--- src/rtl/nios_fprint_pkg.sv ---
// Shared definitions for the memory fingerprint scanner: FSM encoding,
// fingerprint seed and the rotate-XOR accumulation step.
package nios_fprint_pkg;

  typedef enum logic [1:0] {
    ST_IDLE   = 2'd0,
    ST_ISSUE  = 2'd1,
    ST_DRAIN  = 2'd2,
    ST_FINISH = 2'd3
  } state_e;

  localparam logic [31:0] FP_SEED     = 32'h0;
  localparam logic [3:0]  BYTE_EN_ALL = 4'hF;

  // Rotate the running fingerprint left by one, then fold in the new word.
  function automatic logic [31:0] fp_update(input logic [31:0] fp,
                                            input logic [31:0] word);
    return {fp[30:0], fp[31]} ^ word;
  endfunction

endpackage

--- src/rtl/nios_fprint_rd_pipe.sv ---
// Valid shift register that marks which cycles carry read data, one bit
// per cycle of fixed slave read latency.
module nios_fprint_rd_pipe #(
  parameter int LATENCY = 1
) (
  input  logic clk,
  input  logic reset_n,
  input  logic acc_i,
  output logic tail_o
);

  logic [LATENCY-1:0] vld_q, vld_d;

  always_comb begin
    vld_d    = vld_q << 1;
    vld_d[0] = acc_i;
  end

  // Cleared on reset so data from reads issued before reset is never consumed.
  always_ff @(posedge clk or negedge reset_n) begin
    if (!reset_n) begin
      vld_q <= '0;
    end else begin
      vld_q <= vld_d;
    end
  end

  assign tail_o = vld_q[LATENCY-1];

endmodule

--- src/rtl/nios_fprint_mem_scanner.sv ---
// Avalon-MM read master that streams a block of words and folds them into a
// 32-bit rotate-XOR fingerprint.
module nios_fprint_mem_scanner
  import nios_fprint_pkg::*;
#(
  parameter int READ_LATENCY = 1,
  parameter int ADDR_W       = 18
) (
  input  logic              clk,
  input  logic              reset_n,
  input  logic              start,
  input  logic [ADDR_W-1:0] base_addr,
  input  logic [ADDR_W-1:0] length,
  output logic              busy,
  output logic              done,
  output logic [31:0]       fingerprint,
  output logic [ADDR_W-1:0] address,
  output logic              chipselect,
  output logic              read,
  output logic [3:0]        byteenable,
  input  logic              waitrequest,
  input  logic [31:0]       readdata
);

  state_e            state_q, state_d;
  logic [ADDR_W-1:0] base_q, len_q;
  logic [ADDR_W-1:0] issue_q, issue_d;
  logic [ADDR_W-1:0] ret_q, ret_d, ret_next;
  logic [31:0]       fp_q, fp_d;
  logic              start_acc, rd_acc, last_issue, tail, consume;

  assign start_acc  = (state_q == ST_IDLE) && start;
  assign rd_acc     = read && !waitrequest;
  assign last_issue = rd_acc && ((issue_q + ADDR_W'(1)) == len_q);
  // Returns are only meaningful while a scan is in flight.
  assign consume    = tail && ((state_q == ST_ISSUE) || (state_q == ST_DRAIN));
  assign ret_next   = ret_q + ADDR_W'(consume);

  nios_fprint_rd_pipe #(
    .LATENCY(READ_LATENCY)
  ) u_rd_pipe (
    .clk    (clk),
    .reset_n(reset_n),
    .acc_i  (rd_acc),
    .tail_o (tail)
  );

  always_ff @(posedge clk or negedge reset_n) begin
    if (!reset_n) begin
      state_q <= ST_IDLE;
    end else begin
      state_q <= state_d;
    end
  end

  always_comb begin
    state_d = state_q;
    unique case (state_q)
      ST_IDLE: begin
        if (start) state_d = (length == '0) ? ST_FINISH : ST_ISSUE;
      end
      ST_ISSUE: begin
        if (last_issue) state_d = ST_DRAIN;
      end
      ST_DRAIN: begin
        if (ret_next == len_q) state_d = ST_FINISH;
      end
      ST_FINISH: state_d = ST_IDLE;
      default:   state_d = ST_IDLE;
    endcase
  end

  always_comb begin
    read       = (state_q == ST_ISSUE);
    chipselect = (state_q == ST_ISSUE);
    busy       = (state_q != ST_IDLE);
    done       = (state_q == ST_FINISH);
    address    = (state_q == ST_ISSUE) ? (base_q + issue_q) : '0;
    byteenable = BYTE_EN_ALL;
  end

  // An issue accept and a data return in the same cycle are both applied.
  always_comb begin
    issue_d = issue_q;
    ret_d   = ret_next;
    fp_d    = fp_q;
    if (start_acc) begin
      issue_d = '0;
      ret_d   = '0;
      fp_d    = FP_SEED;
    end else begin
      if (rd_acc)  issue_d = issue_q + ADDR_W'(1);
      if (consume) fp_d    = fp_update(fp_q, readdata);
    end
  end

  always_ff @(posedge clk or negedge reset_n) begin
    if (!reset_n) begin
      issue_q <= '0;
      ret_q   <= '0;
      fp_q    <= FP_SEED;
    end else begin
      issue_q <= issue_d;
      ret_q   <= ret_d;
      fp_q    <= fp_d;
    end
  end

  always_ff @(posedge clk) begin
    if (start_acc) begin
      base_q <= base_addr;
      len_q  <= length;
    end
  end

  assign fingerprint = fp_q;

endmodule

--- config.mk ---
export PLATFORM = sky130hd
export DESIGN_NAME = nios_fprint_mem_scanner
export DESIGN_NICKNAME = d
export VERILOG_FILES = /design/src/rtl/nios_fprint_pkg.sv /design/src/rtl/nios_fprint_rd_pipe.sv /design/src/rtl/nios_fprint_mem_scanner.sv
export SDC_FILE = /design/constraint.sdc
export NUM_CORES = 1
export LEC_CHECK = 0
export BUFFER_PORTS_ARGS = -buffer_cell sky130_fd_sc_hd__buf_2
export CAP_MARGIN = 20
export CORE_ASPECT_RATIO = 2
export CORE_MARGIN = 1
export CORE_UTILIZATION = 57
export CTS_BUF_LIST = sky130_fd_sc_hd__clkbuf_8
export CTS_CLUSTER_DIAMETER = 100
export DETAILED_ROUTE_END_ITERATION = 8
export GPL_ROUTABILITY_DRIVEN = 0
export PLACE_DENSITY = 0.82
export SYNTH_ARGS = -nofsm -noshare
export SYNTH_HDL_FRONTEND = slang
export SYNTH_SLANG_ARGS = --single-unit
--- constraint.sdc ---
create_clock -name clk -period 4.3 [get_ports clk]
set_input_delay 0.645 -clock clk [delete_from_list [all_inputs] [get_ports clk]]
set_output_delay 0.645 -clock clk [all_outputs]
set_load 0.1 [all_outputs]
==> flow_summary.toml <==
[logic_synthesis]
ys.flop_type = "dfrtp_1"
synth_adder_area_share_pct = 5.29
synth_top_family_by_area = "simple AND/OR/NAND/NOR gates"
avgSynthCellArea_um2 = 9.98
yosysTopAreaCellShare_pct = 27.2
yosysTopAreaCell = "dfrtp_1"
async_flop_share_pct = 66.4
synth_compound_area_share_pct = 11.8
syn_area_um2 = 6530
synth_xor_area_share_pct = 15.9
synth_cell_types = 69
synth_area_leaders = "dfrtp_1 27%, edfxtp_1 17%, xnor2_1 11%, ha_1 5.0%, nor2_1 4.8%"
synth.area.mux_share_pct = 0.307
ys_warn_count = 0
synth_simple_gate_area_share_pct = 19.1
syn_inst = 654
synth-seq-cells = 107
synth-edff-count = 36
synth_top_cells_by_count = "84 x nor2_1, 79 x xnor2_1, 71 x dfrtp_1"
ys_seq_area_share_pct = 43.8
yosysMostFrequentCell = "nor2_1"

[cts]
root_buffer = "clkbuf_8"
htree_num_levels = 3
clock_latency_ps = 390
ctsHoldBuffers = 0
clockBufferDepth = 2
cts_sinks = 107
cts_buffers = 9
clkTransAtPathRegs_ps = 110
cts_tree = "done"
cts_resized = 0
postCtsSetupBuffers = 0

[hold_path]
hold_path.class = "in -> async"

[grt]
antenna_found_initial = 0
grt_pass1_wl_mm = 25.7
use_met3_pct = 3.94
use_met1_pct = 27.8
grt_overflow_total = 0
grt-busiest-layer = "met2"
grt_pass1_vias = 5485
gr-usage-met2_pct = 50.9
grt_usage_pct = 27.9
grt_start_max_net_pins = 89

[setup_path]
cp_max_fo = 9
arrival_ps = 3450
crit_required_ps = 3650
slowest_delay_ps = 490
worstSetupEndpointType = "primary output"
cp-start-kind = "register"
slowest_stage = "dfrtp_2"
r2r_setup_slack_ps = 550
crit_chain = "ha_1 > a21o_1 > a21oi_1 > o21ai_0 > a311oi_2 > o31ai_2 > and3_1 > a2111oi_0 > nor3b_2 > buf_2"
crit_type = "reg -> out"

[status]
status = "completed"

[run]
drv_cap = 0

[power_and_ir_drop]
p_seq_share_pct = 30.5
power.share.switching_pct = 57.0
combPwrFrac_pct = 57.4
finalPower_mw = 4.96
pwr-share-clk_pct = 12.1
vdd_ir_drop_max_mv = 0.647
power_density_nw_per_um2 = 667
p_leak_nw = 3.19
switching_power_mw = 2.82
intPower_mw = 2.13

[timing]
finalSetupTns_ps = 0
hold_viol_final = 0
fin_skew_ps = 22.3
post-route-period-util_pct = 95.2
max_freq_mhz = 244
post-route-min-period_ps = 4100
drv_slew = 0
worst_slack_ps = 205
max-slew-margin-rel_pct = 32.5
setup-violations-final = 0
grt_setup_unrepaired = "false"
worst_slew_pin_slew_ps = 1010

[detailed_routing]
drt_iter0_markers = 335
wl_mm = 15.7
drt-wirelength-per-cell_um = 17.3
viasPerCell = 5.95
route.detailed.drc = 0
antenna_left = 0
vias = 5418
firstDrtPassIters = 6

[placement]
dpl.hpwl_mm = 12.1
placed_area_um2 = 7220
port-buffer-count = 125
place_ws_ps = 530

[cells_and_area]
fin_area_um2 = 7430
num-nets-final = 863
drive_gt1_share_pct = 21.5
syn2layout_area_growth_pct = 13.8
num_antenna_cells = 0
final_core_util_pct = 66.2
num-fill-cells = 903

[die]
num_io_pins = 130
core_um2 = 11200
start_util_pct = 58.2
fp.dieH_um = 153
dieArea_um2 = 11900
num_rows = 55
die_width_um = 77.7
## through the flow
stage | hold slack (ps) | cells
after floorplan | 349 | 657
after global placement | 541 | 895
after detailed placement | 581 | 895
after CTS | 301 | 911
after global routing | 324 | 911
final | 292 | 911
## kinds of logic (layout without fill, tap and decap cells)
logic type	after synthesis	in the layout
other cells	1	4
xor+xnor	115	115
flops	107	107
buf+inv	51	163
compound gates	111	111
fa+ha+maj	27	27
simple gates	240	240
mux	2	2
## power by group through the flow
stage	Combinational, mW	Clock (mW)	Sequential (mW)
2_1_floorplan	1.52	0	2.35
3_3_place_gp	2.80	0	1.51
3_5_place_dp	2.86	0	1.52
4_1_cts	2.85	0.610	1.51
5_1_grt	3.00	0.649	1.54
6_report	2.85	0.600	1.51
## state kept, by name, indices dropped and copies added, names as in the netlist
| name | flops |
|---|---|
| base_q | 18 |
| ret_q | 18 |
| len_q | 18 |
| u_rd_pipe.tail_o | 1 |
| fingerprint | 32 |
| state_q | 2 |
| issue_q | 18 |
## routing by layer
layer / up-vias / share of wire (%)
li1: 2546 / -
met1: 2584 / 35
met2: 214 / 54
met3: 74 / 3.9
met4: 0 / 7.5
met5: - / 0
## area by class of cell
type / count / area, um2 / area share (%)
clock buffers: 9 / 124 / 1.67
clock inverters: 7 / 60.1 / 0.808
multi-input cells: 499 / 3470 / 46.7
well taps: 142 / 178 / 2.39
inverters: 16 / 60.1 / 0.808
repair buffers: 131 / 676 / 9.09
flip-flops and latches: 107 / 2860 / 38.5
## critical path, delay by kind of cell, from the launching register on
family                   cells  cell delay [ps]
AO/OA/AOI/OAI                6             1660
flip-flops                   1              490
AND/OR/NAND/NOR              2              310
buffers and inverters        1              310
adder cells (fa/ha/maj)      1              300
## placed cells by master, fill, tap and decap left out, drive strengths merged, types with 16 or more instances in the layout
| cell type | Yosys | layout |
|---|---|---|
| nor4 | 16 | 16 |
| inv | 16 | 21 |
| xor2 | 34 | 34 |
| xnor2 | 79 | 79 |
| ha | 26 | 26 |
| o21ai | 21 | 21 |
| nand3 | 22 | 22 |
| nand4 | 16 | 16 |
| nand2 | 31 | 31 |
| buf | 17 | 131 |
| and2 | 16 | 16 |
| dfrtp | 71 | 71 |
| a211oi | 32 | 32 |
| edfxtp | 36 | 36 |
| nor2 | 84 | 84 |
| a21oi | 17 | 17 |
## path summary, 6_finish.rpt
kind | startpoint | endpoint | cells past startpoint
max | issue_q[1] | address[15] | 10
min | reset_n | fingerprint[15] | 1
max reg2reg | state_q[0] | state_q[1] | 13
min reg2reg | ret_q[17] | ret_q[17] | 2
max in group asynchronous | reset_n | issue_q[1] | 2
min in group clk | base_addr[0] | base_q[0] | 1
Note: power is estimated with default switching activity, not from simulation.
